[src/rtl/sample8_pkg.sv]
// Shared widths, output-state encoding and a sign-extension helper for the
// sample_gather8 front end and its adder12s consumer.
package sample8_pkg;

    localparam int unsigned SMP_W = 12;
    localparam int unsigned SMP_N = 8;
    localparam int unsigned CNT_W = 3;
    localparam int unsigned SUM_W = 15;

    typedef enum logic {
        ST_EMPTY = 1'b0,
        ST_FULL  = 1'b1
    } out_st_e;

    function automatic logic [SUM_W-1:0] sext_smp(input logic [SMP_W-1:0] v);
        return {{(SUM_W - SMP_W){v[SMP_W-1]}}, v};
    endfunction

endpackage

[src/rtl/gather_ctrl.sv]
// Control for sample_gather8: capture slot counter, EMPTY/FULL output state,
// input back-pressure and the capture / frame-load strobes.
module gather_ctrl
    import sample8_pkg::*;
(
    input  logic             clk_i,
    input  logic             rst_i,
    input  logic             flush_i,
    input  logic             in_valid_i,
    input  logic             out_ready_i,
    output logic             in_ready_o,
    output logic             out_valid_o,
    output logic [SMP_N-1:0] cap_we_o,
    output logic             frame_load_o
);

    logic [CNT_W-1:0] cnt_q, cnt_d;
    out_st_e          state_q, state_d;
    logic             last_slot;
    logic             accept;

    assign last_slot = (cnt_q == CNT_W'(SMP_N - 1));

    // Only stall when the closing sample would overwrite an unconsumed frame.
    assign in_ready_o   = ~flush_i & ~(last_slot & (state_q == ST_FULL) & ~out_ready_i);
    assign accept       = in_valid_i & in_ready_o;
    assign frame_load_o = accept & last_slot;
    assign cap_we_o     = accept ? (SMP_N'(1) << cnt_q) : '0;
    assign out_valid_o  = (state_q == ST_FULL);

    always_comb begin
        cnt_d   = cnt_q;
        state_d = state_q;
        if (flush_i) begin
            cnt_d = '0;
        end else if (accept) begin
            cnt_d = last_slot ? '0 : cnt_q + 1'b1;
        end
        unique case (state_q)
            ST_EMPTY: if (frame_load_o) state_d = ST_FULL;
            ST_FULL:  if (out_ready_i && !frame_load_o) state_d = ST_EMPTY;
            default:  state_d = ST_EMPTY;
        endcase
    end

    always_ff @(posedge clk_i or posedge rst_i) begin
        if (rst_i) begin
            cnt_q   <= '0;
            state_q <= ST_EMPTY;
        end else begin
            cnt_q   <= cnt_d;
            state_q <= state_d;
        end
    end

endmodule

[src/rtl/sample_gather8.sv]
// Serial-to-parallel, double-buffered packer: eight signed samples per frame,
// presented on n0..n7 (n0 oldest) behind a valid/ready handshake.
module sample_gather8
    import sample8_pkg::*;
#(
    parameter int unsigned WIDTH = SMP_W
) (
    input  logic             clk_i,
    input  logic             rst_i,
    input  logic             flush_i,
    input  logic             in_valid_i,
    input  logic [WIDTH-1:0] in_data_i,
    output logic             in_ready_o,
    output logic             out_valid_o,
    input  logic             out_ready_i,
    output logic [WIDTH-1:0] n0_o,
    output logic [WIDTH-1:0] n1_o,
    output logic [WIDTH-1:0] n2_o,
    output logic [WIDTH-1:0] n3_o,
    output logic [WIDTH-1:0] n4_o,
    output logic [WIDTH-1:0] n5_o,
    output logic [WIDTH-1:0] n6_o,
    output logic [WIDTH-1:0] n7_o
);

    logic [SMP_N-1:0] cap_we;
    logic             frame_load;
    logic [WIDTH-1:0] cap_q [SMP_N];
    logic [WIDTH-1:0] out_q [SMP_N];

    gather_ctrl u_ctrl (
        .clk_i        (clk_i),
        .rst_i        (rst_i),
        .flush_i      (flush_i),
        .in_valid_i   (in_valid_i),
        .out_ready_i  (out_ready_i),
        .in_ready_o   (in_ready_o),
        .out_valid_o  (out_valid_o),
        .cap_we_o     (cap_we),
        .frame_load_o (frame_load)
    );

    always_ff @(posedge clk_i or posedge rst_i) begin
        if (rst_i) begin
            for (int i = 0; i < SMP_N; i++) cap_q[i] <= '0;
        end else begin
            for (int i = 0; i < SMP_N; i++) begin
                if (cap_we[i]) cap_q[i] <= in_data_i;
            end
        end
    end

    // The closing sample bypasses its capture slot straight into n7.
    always_ff @(posedge clk_i or posedge rst_i) begin
        if (rst_i) begin
            for (int i = 0; i < SMP_N; i++) out_q[i] <= '0;
        end else if (frame_load) begin
            for (int i = 0; i < SMP_N - 1; i++) out_q[i] <= cap_q[i];
            out_q[SMP_N-1] <= in_data_i;
        end
    end

    assign n0_o = out_q[0];
    assign n1_o = out_q[1];
    assign n2_o = out_q[2];
    assign n3_o = out_q[3];
    assign n4_o = out_q[4];
    assign n5_o = out_q[5];
    assign n6_o = out_q[6];
    assign n7_o = out_q[7];

endmodule

[config.mk]
export PLATFORM = sky130hd
export DESIGN_NAME = sample_gather8
export DESIGN_NICKNAME = d
export VERILOG_FILES = /design/src/rtl/sample8_pkg.sv /design/src/rtl/gather_ctrl.sv /design/src/rtl/sample_gather8.sv
export SDC_FILE = /design/constraint.sdc
export NUM_CORES = 1
export LEC_CHECK = 0
export ABC_AREA = 1
export ABC_CLOCK_PERIOD_IN_PS = 9500
export BUFFER_PORTS_ARGS = -buffer_cell sky130_fd_sc_hd__buf_2
export CAP_MARGIN = 10
export CORE_MARGIN = 3
export CORE_UTILIZATION = 50
export DETAILED_ROUTE_END_ITERATION = 10
export PLACE_DENSITY = 0.72
export SYNTH_ARGS = -nofsm -noshare
export SYNTH_HDL_FRONTEND = slang
export SYNTH_SLANG_ARGS = --single-unit
[constraint.sdc]
create_clock -name clk_i -period 9.5 [get_ports clk_i]
set_input_delay 2.375 -clock clk_i [delete_from_list [all_inputs] [get_ports clk_i]]
set_output_delay 2.375 -clock clk_i [all_outputs]
set_load 0.01 [all_outputs]
==> results of run 1 <==
==> cell usage in the layout (no fill, tap or decap), types with 7 or more instances in the layout <==
master	synthesis	final
buf_4	1	7
buf_2	42	114
nand4_1	93	93
o21ai_0	16	16
nand2_1	273	273
dfrtp_1	184	184
o21ai_1	80	80
inv_1	109	108
clkbuf_16	0	17
==> logic make-up after synthesis <==
family                     share of synthesized area (%)
adders and majority gates                          0.992
and+or+nand+nor                                     22.2
buffers and inverters                               9.68
DFF                                                 60.8
AOI/OAI and AO/OA                                   6.35
==> final timing paths <==
| check | startpoint | endpoint | depth (start not counted) |
|---|---|---|---|
| worst max register to register | u_ctrl.cnt_q[0]$_DFFE_PP0P_ | n7_o[7]$_DFFE_PP0P_ | 7 |
| worst min-delay path | cap_q[24]$_DFFE_PP0P_ | cap_q[24]$_DFFE_PP0P_ | 2 |
| worst max-delay path | out_ready_i | in_ready_o | 4 |
| min in group asynchronous | rst_i | cap_q[19]$_DFFE_PP0P_ | 2 |
| max in group asynchronous | rst_i | cap_q[30]$_DFFE_PP0P_ | 4 |
| worst min register to register | cap_q[24]$_DFFE_PP0P_ | cap_q[24]$_DFFE_PP0P_ | 2 |
==> state kept, by name (all words and copies together), names as in the netlist <==
register            count
n1_o                   12
n3_o                   12
n0_o                   12
u_ctrl.cnt_q            3
n6_o                   12
n7_o                   12
u_ctrl.out_valid_o      1
n4_o                   12
cap_q                  84
n2_o                   12
n5_o                   12
==> power groups by stage <==
stage / logic, mW / clock network (mW) / registers (mW)
floorplan: 0.133 / 0 / 0.911
global placement: 0.166 / 0 / 0.923
detailed placement: 0.173 / 0 / 0.923
CTS: 0.175 / 0.778 / 0.910
global route: 0.204 / 0.811 / 0.920
finish: 0.174 / 0.766 / 0.910
==> cell type report <==
type	instances	area (um2)	share of cell area, %
clock inverters	7	138	1.57
clock buffers	24	512	5.84
inverters	109	414	4.73
multi-input cells	482	2240	25.6
repair buffers	121	623	7.11
flip-flops and latches	184	4600	52.6
well taps	184	230	2.63
==> through the flow <==
step                      std cells  hold WS [ps]  util (%)  area, um2
final                          1111           479      59.6       8760
after global placement         1080           462      55.2       8110
after detailed placement       1080           466      55.2       8110
after floorplan                 843           449         -       7570
after CTS                      1111           484      59.6       8760
after global routing           1111           499      59.6       8760
==> routing by layer <==
layer	part of all wire (%)	wire length, um
met1	46	8140
met2	45	7970
met3	7.4	1330
met4	2.3	402
met5	0	0
==> worst max-delay path, delay by kind of cell <==
family | cells | cell delay [ps]
buffers and inverters | 2 | 260
and+or+nand+nor | 2 | 280
==> impl_results.md, run 1 <==
- Die Y: 129 um
- Static leakage: 4.73 nW
- Filler instances: 1276
- Met2 Use GR: 33.2%
- Synth Flop Type: dfrtp_1
- Max transition margin: 33.7%
- Crit-path cells: buf_2 > nor2_1 > nor2_4 > buf_2
- Clock tree root buffer cell: clkbuf_16
- Synth top area cells: dfrtp_1 (61%), nand2_1 (14%), nand4_1 (7.7%)
- WL per Instance: 16.1 um
- Logic pwr share: 9.4%
- Routability congestion estimate from global placement: 0.753
- Most Crowded Layer GR: met1
- Die ar.: 0.0167 mm2
- Global route total overflow: 0
- FP Rows: 44
- Post-CTS Hold Buffers: 0
- Final-report hold violation count: 0
- Synthesized instance count: 843
- Initial antenna violation count: 0
- Sequential share of the synthesized area: 60.8%
- Total design power: 1.85 mW
- Share of the synthesized area in the top cell type: 60.8%
- Total Routed Length: 17.8 mm
- DRT Pass-1 Iters: 5
- Critical path startpoint category: input pin
- Synthesized area per cell: 8.98 um2
- Crit path arrival time: 2910 ps
- Count leader, synth: nand2_1
- Final period util: 55.7%
- Clock power frac: 41.4%
- Vias/cell: 5.27
- Number of synthesized flops with an enable pin: 0
- Via count: 5859
- Tmin final: 5290 ps
- Power Density: 211 mW/mm2
- Post-synthesis net count: 866
- Switching part of the total: 24.4%
- Post-synth top cells: nand2_1 (273), dfrtp_1 (184), inv_1 (109), nand4_1 (93), o21ai_1 (80)
- I/O Buffers: 114
- Post-route ant nets: 0
- Mapped Area: 0.00757 mm2
- Layout area overhead: 15.7%
- DRT iter0 DRCs: 582
- Slowest cell on crit path: nor2_1
- Clock-pin slew on the worst setup and hold paths: 60 ps
- TritonCTS clock tree: yes
- First-pass GRT wire length: 29.2 mm
- CP endpoint kind: output port
- Status: completed
- Asr flop ratio synth: 100%
- Max VDD drop: 0.117 mV
- Largest net degree at the start of global routing: 97
- Clock skew: 9.37 ps
- Clk_lat worst skew: 430 ps
- Switching power: 0.451 mW
- Ant. Diodes: 0
- GR Util met3: 4.58%
- Post-cts sizing count: 0
- Gr usage total: 22.5%
- Sink Count: 184
- Slowest cell delay on critical path: 190 ps
- Final WS setup: 4210 ps
- Starting Density: 51.5%
- Yosys Warn Count: 0
- Postcts setup bufs: 0
- DP HPWL: 10.9 mm
- Leading area contributor after synthesis: dfrtp_1
- Final routed DRC violation total: 0
- Hold Path Class: register to register
- CP Data Required Time: 7130 ps
- WS Path Type: input pin to output port
- Die extent in x: 129 um
- CP Max Fanout: 2
- Final #Nets: 938
- Max Fclk: 0.189 GHz
- Longest Clk Path Bufs: 2
- Post-synth cell types: 17
- Total CTS buffers: 17
- Final slew viol count: 0
- Most used cell, CP: buf_2
- Met1 Use GR: 33.3%
- Core area: 0.0147 mm2
- Pre-CTS WS: 4210 ps
- #FFs+latches synth: 184
- Slew @ Worst Pin: 995 ps
- TNS Setup: 0 ps
- Max-Cap Viols: 0
- Setup Viol. Count Final: 0
- Vias in the first global route: 5559
- RSZ-0062 raised after global routing: false
- Register share of total power: 49.2%
- # IOs: 115
- Internal Power: 1.40 mW
- CTS H-tree lvls: 4
- Reg2reg setup slack: 6800 ps
- Layout cells sized above 1: 16.6%
Power figures use the tool's default switching activity.
==> run 2: changes to the inputs <==
- ABC_CLOCK_PERIOD_IN_PS: 9500 -> 4700
- PLACE_DENSITY: 0.72 -> 0.74
- clock period: 9.5 -> 4.7 ns (I/O delays scaled with it)
==> run 2 against run 1 <==
Compared with the run above: worst setup slack got worse by 2500 ps; combinational power rose by 100%; via count fell by 0.20%; flip-flop and latch count did not move; sequential power rose by 100%.
==> impl_results.md, run 2 (synthesis results as in run 1) <==
- Clock-pin slew on the worst setup and hold paths: 70 ps (was 60 ps)
- Post-cts sizing count: 0 (unchanged)
- Final slew viol count: 0 (unchanged)
- Max VDD drop: 0.252 mV (was 0.117 mV)
- TNS Setup: 0 ps (unchanged)
- CTS H-tree lvls: 4 (unchanged)
- I/O Buffers: 114 (unchanged)
- CP endpoint kind: output port (unchanged)
- Placed cell areas: 0.00814 mm2 (was 0.00811 mm2)
- Sink Count: 184 (unchanged)
- WS Path Type: register to output port (was input pin to output port)
- Cell area after layout: 0.00874 mm2 (was 0.00876 mm2)
- Hold Startpoint: cap_q[63]$_DFFE_PP0P_ (was cap_q[24]$_DFFE_PP0P_)
- # IOs: 115 (unchanged)
- Layout cells sized above 1: 16.8% (was 16.6%)
- Setup Viol. Count Final: 0 (unchanged)
- Longest Clk Path Bufs: 2 (unchanged)
- WL per Instance: 16.0 um (was 16.1 um)
- RSZ-0062 raised after global routing: false (unchanged)
- Hold Path Class: register to register (unchanged)
- Postcts setup bufs: 0 (unchanged)
- Gr usage total: 22.1% (was 22.5%)
- Total CTS buffers: 17 (unchanged)
- TritonCTS clock tree: yes (unchanged)
- Clock tree root buffer cell: clkbuf_16 (unchanged)
- Largest net degree at the start of global routing: 87 (was 97)
- Static leakage: 4.70 nW (was 4.73 nW)
- CP Data Required Time: 3520 ps (was 7130 ps)
- Status: completed (unchanged)
- Max Fclk: 0.332 GHz
- Post-CTS Hold Buffers: 0 (unchanged)
- Most flops, register: cap_q (unchanged)
- Post-route ant nets: 0 (unchanged)
- First-pass GRT wire length: 28.5 mm (was 29.2 mm)
- Crit path arrival time: 1840 ps (was 2910 ps)
- Final period util: 64.2%
- Clock skew: 9.61 ps (was 9.37 ps)
- DP HPWL: 11.0 mm (was 10.9 mm)
- Total Routed Length: 17.8 mm (about the same)
- Critical path origin: u_ctrl.cnt_q[0]$_DFFE_PP0P_ (was out_ready_i)
- Power Density: 415 mW/mm2 (was 211 mW/mm2)
- CP Max Fanout: 5 (was 2)
- Global route total overflow: 0 (unchanged)
- Clk_lat worst skew: 430 ps (about the same)
- Final-report hold violation count: 0 (unchanged)
- DRT Pass-1 Iters: 5 (unchanged)
- Die Y: 129 um (unchanged)
- Max-Cap Viols: 0 (unchanged)
- Max transition margin: 40.7% (was 33.7%)
- Vias in the first global route: 5438 (was 5559)
- Final #Nets: 939 (was 938)
- Tmin final: 3020 ps
- Core area: 0.0147 mm2 (unchanged)
- DRT iter0 DRCs: 603 (was 582)
- Ant. Diodes: 0 (unchanged)
- Die extent in x: 129 um (unchanged)
- Max reg flops: 84 (unchanged)
- Vias/cell: 5.25 (was 5.27)
- Die ar.: 0.0167 mm2 (unchanged)
- Routability congestion estimate from global placement: 0.779 (was 0.753)
- Slew @ Worst Pin: 886 ps (was 995 ps)
- Final routed DRC violation total: 0 (unchanged)
- RR Startpoint: u_ctrl.cnt_q[0]$_DFFE_PP0P_ (unchanged)
- Initial antenna violation count: 0 (unchanged)
- Via count: 5847 (was 5859)
- Starting Density: 51.5% (unchanged)
- FP Rows: 44 (unchanged)
- Most frequent cells in the layout: nand2_1 (273), dfrtp_1 (184), buf_2 (114) (unchanged)
- Commonest non-fill, non-tap cell in the layout: nand2_1 (unchanged)
- Layout area overhead: 15.5% (was 15.7%)
- Critical path startpoint category: register (was input pin)
run 2: cell types whose count changed in the layout (fill, tap and decap cells not counted):
cell and delta:
buf_12 +2, buf_4 -1, bufinv_16 -2, clkbuf_8 -2, clkinv_4 +1, clkinvlp_4 +4
run 2: final cells by class:
type,instances,area [um2]
clock buffers,22,484
clock inverters,10,118
fillers,1297,5960
inverters,109,413
multi-input cells,482,2240
flip-flops and latches,184,4600
well taps,184,230
repair buffers,122,656
run 2: worst paths after layout:
path	endpoint	slack, ps	depth (start not counted)
setup / recovery	in_ready_o	1680	6
min in group asynchronous	n6_o[2]$_DFFE_PP0P_	870	2
max in group asynchronous	cap_q[61]$_DFFE_PP0P_	2970	3
hold reg to reg	cap_q[63]$_DFFE_PP0P_	480	2
setup reg to reg	n7_o[3]$_DFFE_PP0P_	2200	7
hold / removal	cap_q[63]$_DFFE_PP0P_	480	2
run 2: critical path, cell delays in order (launching register included):
cell     delay [ps]
dfrtp_1         430
ha_1            250
ha_1            260
nand2_1          80
nor2_1           60
nor2_4          160
buf_2           170
run 2: per-stage QoR:
stage | total power, mW | hold WS [ps] | utilization, % | instances | setup WS [ps]
2_1_floorplan | 2.11 | 449 | - | 843 | 1160
3_3_place_gp | 2.21 | 463 | 55.4 | 1081 | 1700
3_5_place_dp | 2.22 | 466 | 55.4 | 1081 | 1610
4_1_cts | 3.66 | 483 | 59.5 | 1113 | 1680
5_1_grt | 3.80 | 498 | 59.5 | 1113 | 1620
6_report | 3.63 | 481 | 59.5 | 1113 | 1680
run 2: metal layers:
metal	track usage [%]	up-vias	wire length [um]
li1	-	2842	-
met1	32.8	2767	8260
met2	32.4	216	7900
met3	5.07	22	1330
met4	6.98	0	273
met5	0	-	0
run 2: power breakdown:
part / switching (mW) / internal (mW) / leakage [nW]
clock network: 0.598 / 0.841 / 0.285
logic: 0.240 / 0.114 / 1.91
registers: 0.0935 / 1.75 / 2.51
==> run 3: changes to the inputs <==
- ABC_AREA: 1 -> 0
- ABC_CLOCK_PERIOD_IN_PS: 4700 -> 3090
- PLACE_DENSITY: 0.74 -> 0.72
- clock period: 4.7 -> 3.09 ns (I/O delays scaled with it)
==> run 3 against run 2 <==
Compared with the run above: critical path depth down 1; critical path type unchanged; combinational power up 11%; first-iteration DRC count down 72%; core utilization up 3.0 points; sequential share of layout area up 1.9 points; design area down 3.4%; area after synthesis down 7.2%; synthesized cell count down 51%; non-clock buffer count down 3; clock-buffer cell count down 2; sequential power up 53%; routed wire length down 20%; critical endpoint unchanged.
==> impl_results.md, run 3 <==
- TNS Setup: 0 ps (unchanged)
- Via count: 3835 (was 5847)
- Commonest non-fill, non-tap cell in the layout: dfrtp_1 (was nand2_1)
- CTS H-tree lvls: 4 (unchanged)
- Filler instances: 1007 (was 1297)
- Clock-pin slew on the worst setup and hold paths: 60 ps (was 70 ps)
- Gr usage total: 19.1% (was 22.1%)
- Final slew viol count: 0 (unchanged)
- Synthesized area per cell: 17.0 um2 (was 8.98 um2)
- Worst Setup EP: in_ready_o (unchanged)
- Most used cell, CP: ha_1 (unchanged)
- Max-Cap Viols: 0 (unchanged)
- I/O Buffers: 114 (unchanged)
- Slowest cell delay on critical path: 430 ps (about the same)
- Final WS setup: 370 ps (was 1680 ps)
- Crit path arrival time: 1950 ps (was 1840 ps)
- Final-report hold violation count: 0 (unchanged)
- # IOs: 115 (unchanged)
- Final #Nets: 556 (was 939)
- Ant. Diodes: 0 (unchanged)
- Max reg flops: 84 (unchanged)
- Layout cells sized above 1: 62.5% (was 16.8%)
- Synthesized instance count: 413 (was 843)
- Die ar.: 0.0155 mm2 (was 0.0167 mm2)
- Vias/cell: 5.31 (was 5.25)
- Worst flop-to-flop path endpoint: cap_q[94]$_DFFE_PP0P_ (was n7_o[3]$_DFFE_PP0P_)
- Final period util: 88.0%
- First-pass GRT wire length: 22.8 mm (was 28.5 mm)
- Global route total overflow: 0 (unchanged)
- Post-cts sizing count: 0 (unchanged)
- Static leakage: 4.57 nW (was 4.70 nW)
- Post-CTS Hold Buffers: 0 (unchanged)
- Final routed DRC violation total: 0 (unchanged)
- WL per Instance: 19.6 um (was 16.0 um)
- DP HPWL: 9.50 mm (was 11.0 mm)
- Most flops, register: cap_q (unchanged)
- Max Fclk: 0.368 GHz
- Max VDD drop: 0.404 mV (was 0.252 mV)
- Layout area overhead: 20.2% (was 15.5%)
- Sink Count: 184 (unchanged)
- Setup Viol. Count Final: 0 (unchanged)
- Clk_lat worst skew: 430 ps (about the same)
- Slew @ Worst Pin: 744 ps (was 886 ps)
- Asr flop ratio synth: 100% (unchanged)
- Longest Clk Path Bufs: 2 (unchanged)
- Total Routed Length: 14.2 mm (was 17.8 mm)
- RSZ-0062 raised after global routing: false (unchanged)
- RR Startpoint: u_ctrl.cnt_q[0]$_DFFE_PP0P_ (unchanged)
- Core Util, Final: 62.5% (was 59.5%)
- CP endpoint kind: output port (unchanged)
- CP Data Required Time: 2320 ps (was 3520 ps)
- Critical path startpoint category: register (unchanged)
- Max transition margin: 50.3% (was 40.7%)
- CP Max Fanout: 10 (was 5)
- Core area: 0.0135 mm2 (was 0.0147 mm2)
- Clock skew: 10.6 ps (was 9.61 ps)
- Count leader, synth: dfrtp_1 (was nand2_1)
- Pre-CTS WS: 650 ps (was 1610 ps)
- Initial antenna violation count: 0 (unchanged)
- Largest net degree at the start of global routing: 107 (was 87)
- Critical path origin: u_ctrl.cnt_q[0]$_DFFE_PP0P_ (unchanged)
- WS Path Type: register to output port (unchanged)
- TritonCTS clock tree: yes (unchanged)
- DRT iter0 DRCs: 168 (was 603)
- Die Y: 125 um (was 129 um)
- Die extent in x: 125 um (was 129 um)
- DRT Pass-1 Iters: 4 (was 5)
- Post-synth cell types: 21 (was 17)
- Leading area contributor after synthesis: dfrtp_1 (unchanged)
- Share of the synthesized area in the top cell type: 65.6% (was 60.8%)
- FP Rows: 42 (was 44)
- Synth Flop Type: dfrtp_1 (unchanged)
- Hold Path Class: input pin to async pin (was register to register)
- Status: completed (unchanged)
- Most frequent cells in the layout: dfrtp_1 (184), mux2_2 (180), buf_2 (114) (was nand2_1 (273), dfrtp_1 (184), buf_2 (114))
- Synth top area cells: dfrtp_1 (66%), mux2_2 (29%), ha_1 (1.1%) (was dfrtp_1 (61%), nand2_1 (14%), nand4_1 (7.7%))
- Number of synthesized flops with an enable pin: 0 (unchanged)
- Power Density: 659 mW/mm2 (was 415 mW/mm2)
- Post-route ant nets: 0 (unchanged)
- Mapped Area: 0.00702 mm2 (was 0.00757 mm2)
- Total design power: 5.57 mW (was 3.63 mW)
- Crit-path cells: ha_1 > ha_1 > nand3b_2 > and2_1 > buf_2 (was ha_1 > ha_1 > nand2_1 > nor2_1 > nor2_4 > buf_2)
- Reg2reg setup slack: 630 ps (was 2200 ps)
- Sequential share of the synthesized area: 65.6% (was 60.8%)
- Total CTS buffers: 17 (unchanged)
- Vias in the first global route: 4112 (was 5438)
- Post-synthesis net count: 436 (was 866)
- Worst r2r path cells: 5 (was 7)
- Clock tree root buffer cell: clkbuf_16 (unchanged)
- Starting Density: 52.0% (was 51.5%)
- Post-synth top cells: dfrtp_1 (184), mux2_2 (180), buf_2 (7), buf_4 (7), ha_1 (6) (was nand2_1 (273), dfrtp_1 (184), inv_1 (109), nand4_1 (93), o21ai_1 (80))
- #FFs+latches synth: 184 (unchanged)
- Tmin final: 2720 ps
- Postcts setup bufs: 0 (unchanged)
- Routability congestion estimate from global placement: 0.746 (was 0.779)
- Slowest cell on crit path: dfrtp_1 (unchanged)
- Yosys Warn Count: 0 (unchanged)
run 3: final cells by class:
| class | instances | area, um2 | share of cell area [%] |
|---|---|---|---|
| sequential | 184 | 4600 | 54.5 |
| inverter | 5 | 22.5 | 0.267 |
| tap | 176 | 220 | 2.61 |
| multi-input combinational | 206 | 2280 | 27.0 |
| clock inverter | 12 | 196 | 2.33 |
| clock buffer | 20 | 467 | 5.53 |
| timing repair buffer | 119 | 658 | 7.79 |
run 3: metal layers:
layer	GRT usage, %	vias to the layer above	share of wire, %
li1	-	1712	-
met1	24.4	2033	43
met2	31.5	74	51
met3	5.57	16	3.8
met4	6.51	0	1.5
met5	0	-	0
run 3: worst min-delay path by stage:
stage	endpoint	slack, ps	from	depth (start not counted)
after CTS	n6_o[9]$_DFFE_PP0P_	500	n6_o[9]$_DFFE_PP0P_	1
after floorplan	n1_o[0]$_DFFE_PP0P_	470	cap_q[72]$_DFFE_PP0P_	1
after global placement	n7_o[6]$_DFFE_PP0P_	480	n7_o[6]$_DFFE_PP0P_	1
final	n0_o[0]$_DFFE_PP0P_	500	rst_i	3
after detailed placement	n4_o[4]$_DFFE_PP0P_	490	n4_o[4]$_DFFE_PP0P_	1
after global routing	n0_o[8]$_DFFE_PP0P_	500	n0_o[8]$_DFFE_PP0P_	1
run 3: worst max-delay path: cells and delay by family, from the launching register on:
kind / cells / cell delay, ps
adder cells (fa/ha/maj): 2 / 510
buffers and inverters: 1 / 130
flip-flops: 1 / 430
AND/OR/NAND/NOR: 2 / 460
run 3: stage by stage:
stage / cells / hold slack [ps] / cell area, um2
after detailed placement: 690 / 487 / 7780
after floorplan: 413 / 475 / 7030
final: 722 / 496 / 8440
after global placement: 690 / 482 / 7780
after CTS: 722 / 501 / 8440
after global routing: 722 / 504 / 8440
run 3: power by group:
part | switching [mW] | total [mW] | internal, mW
clock | 0.871 | 2.37 | 1.50
sequential | 0.135 | 2.81 | 2.67
combinational | 0.169 | 0.393 | 0.224
run 3: logic make-up after synthesis:
logic type	after synthesis	synth area share, %
buf+inv	23	2.16
simple gates	16	1.92
flops	184	65.6
compound gates	4	0.445
fa+ha+maj	6	1.07
mux	180	28.9
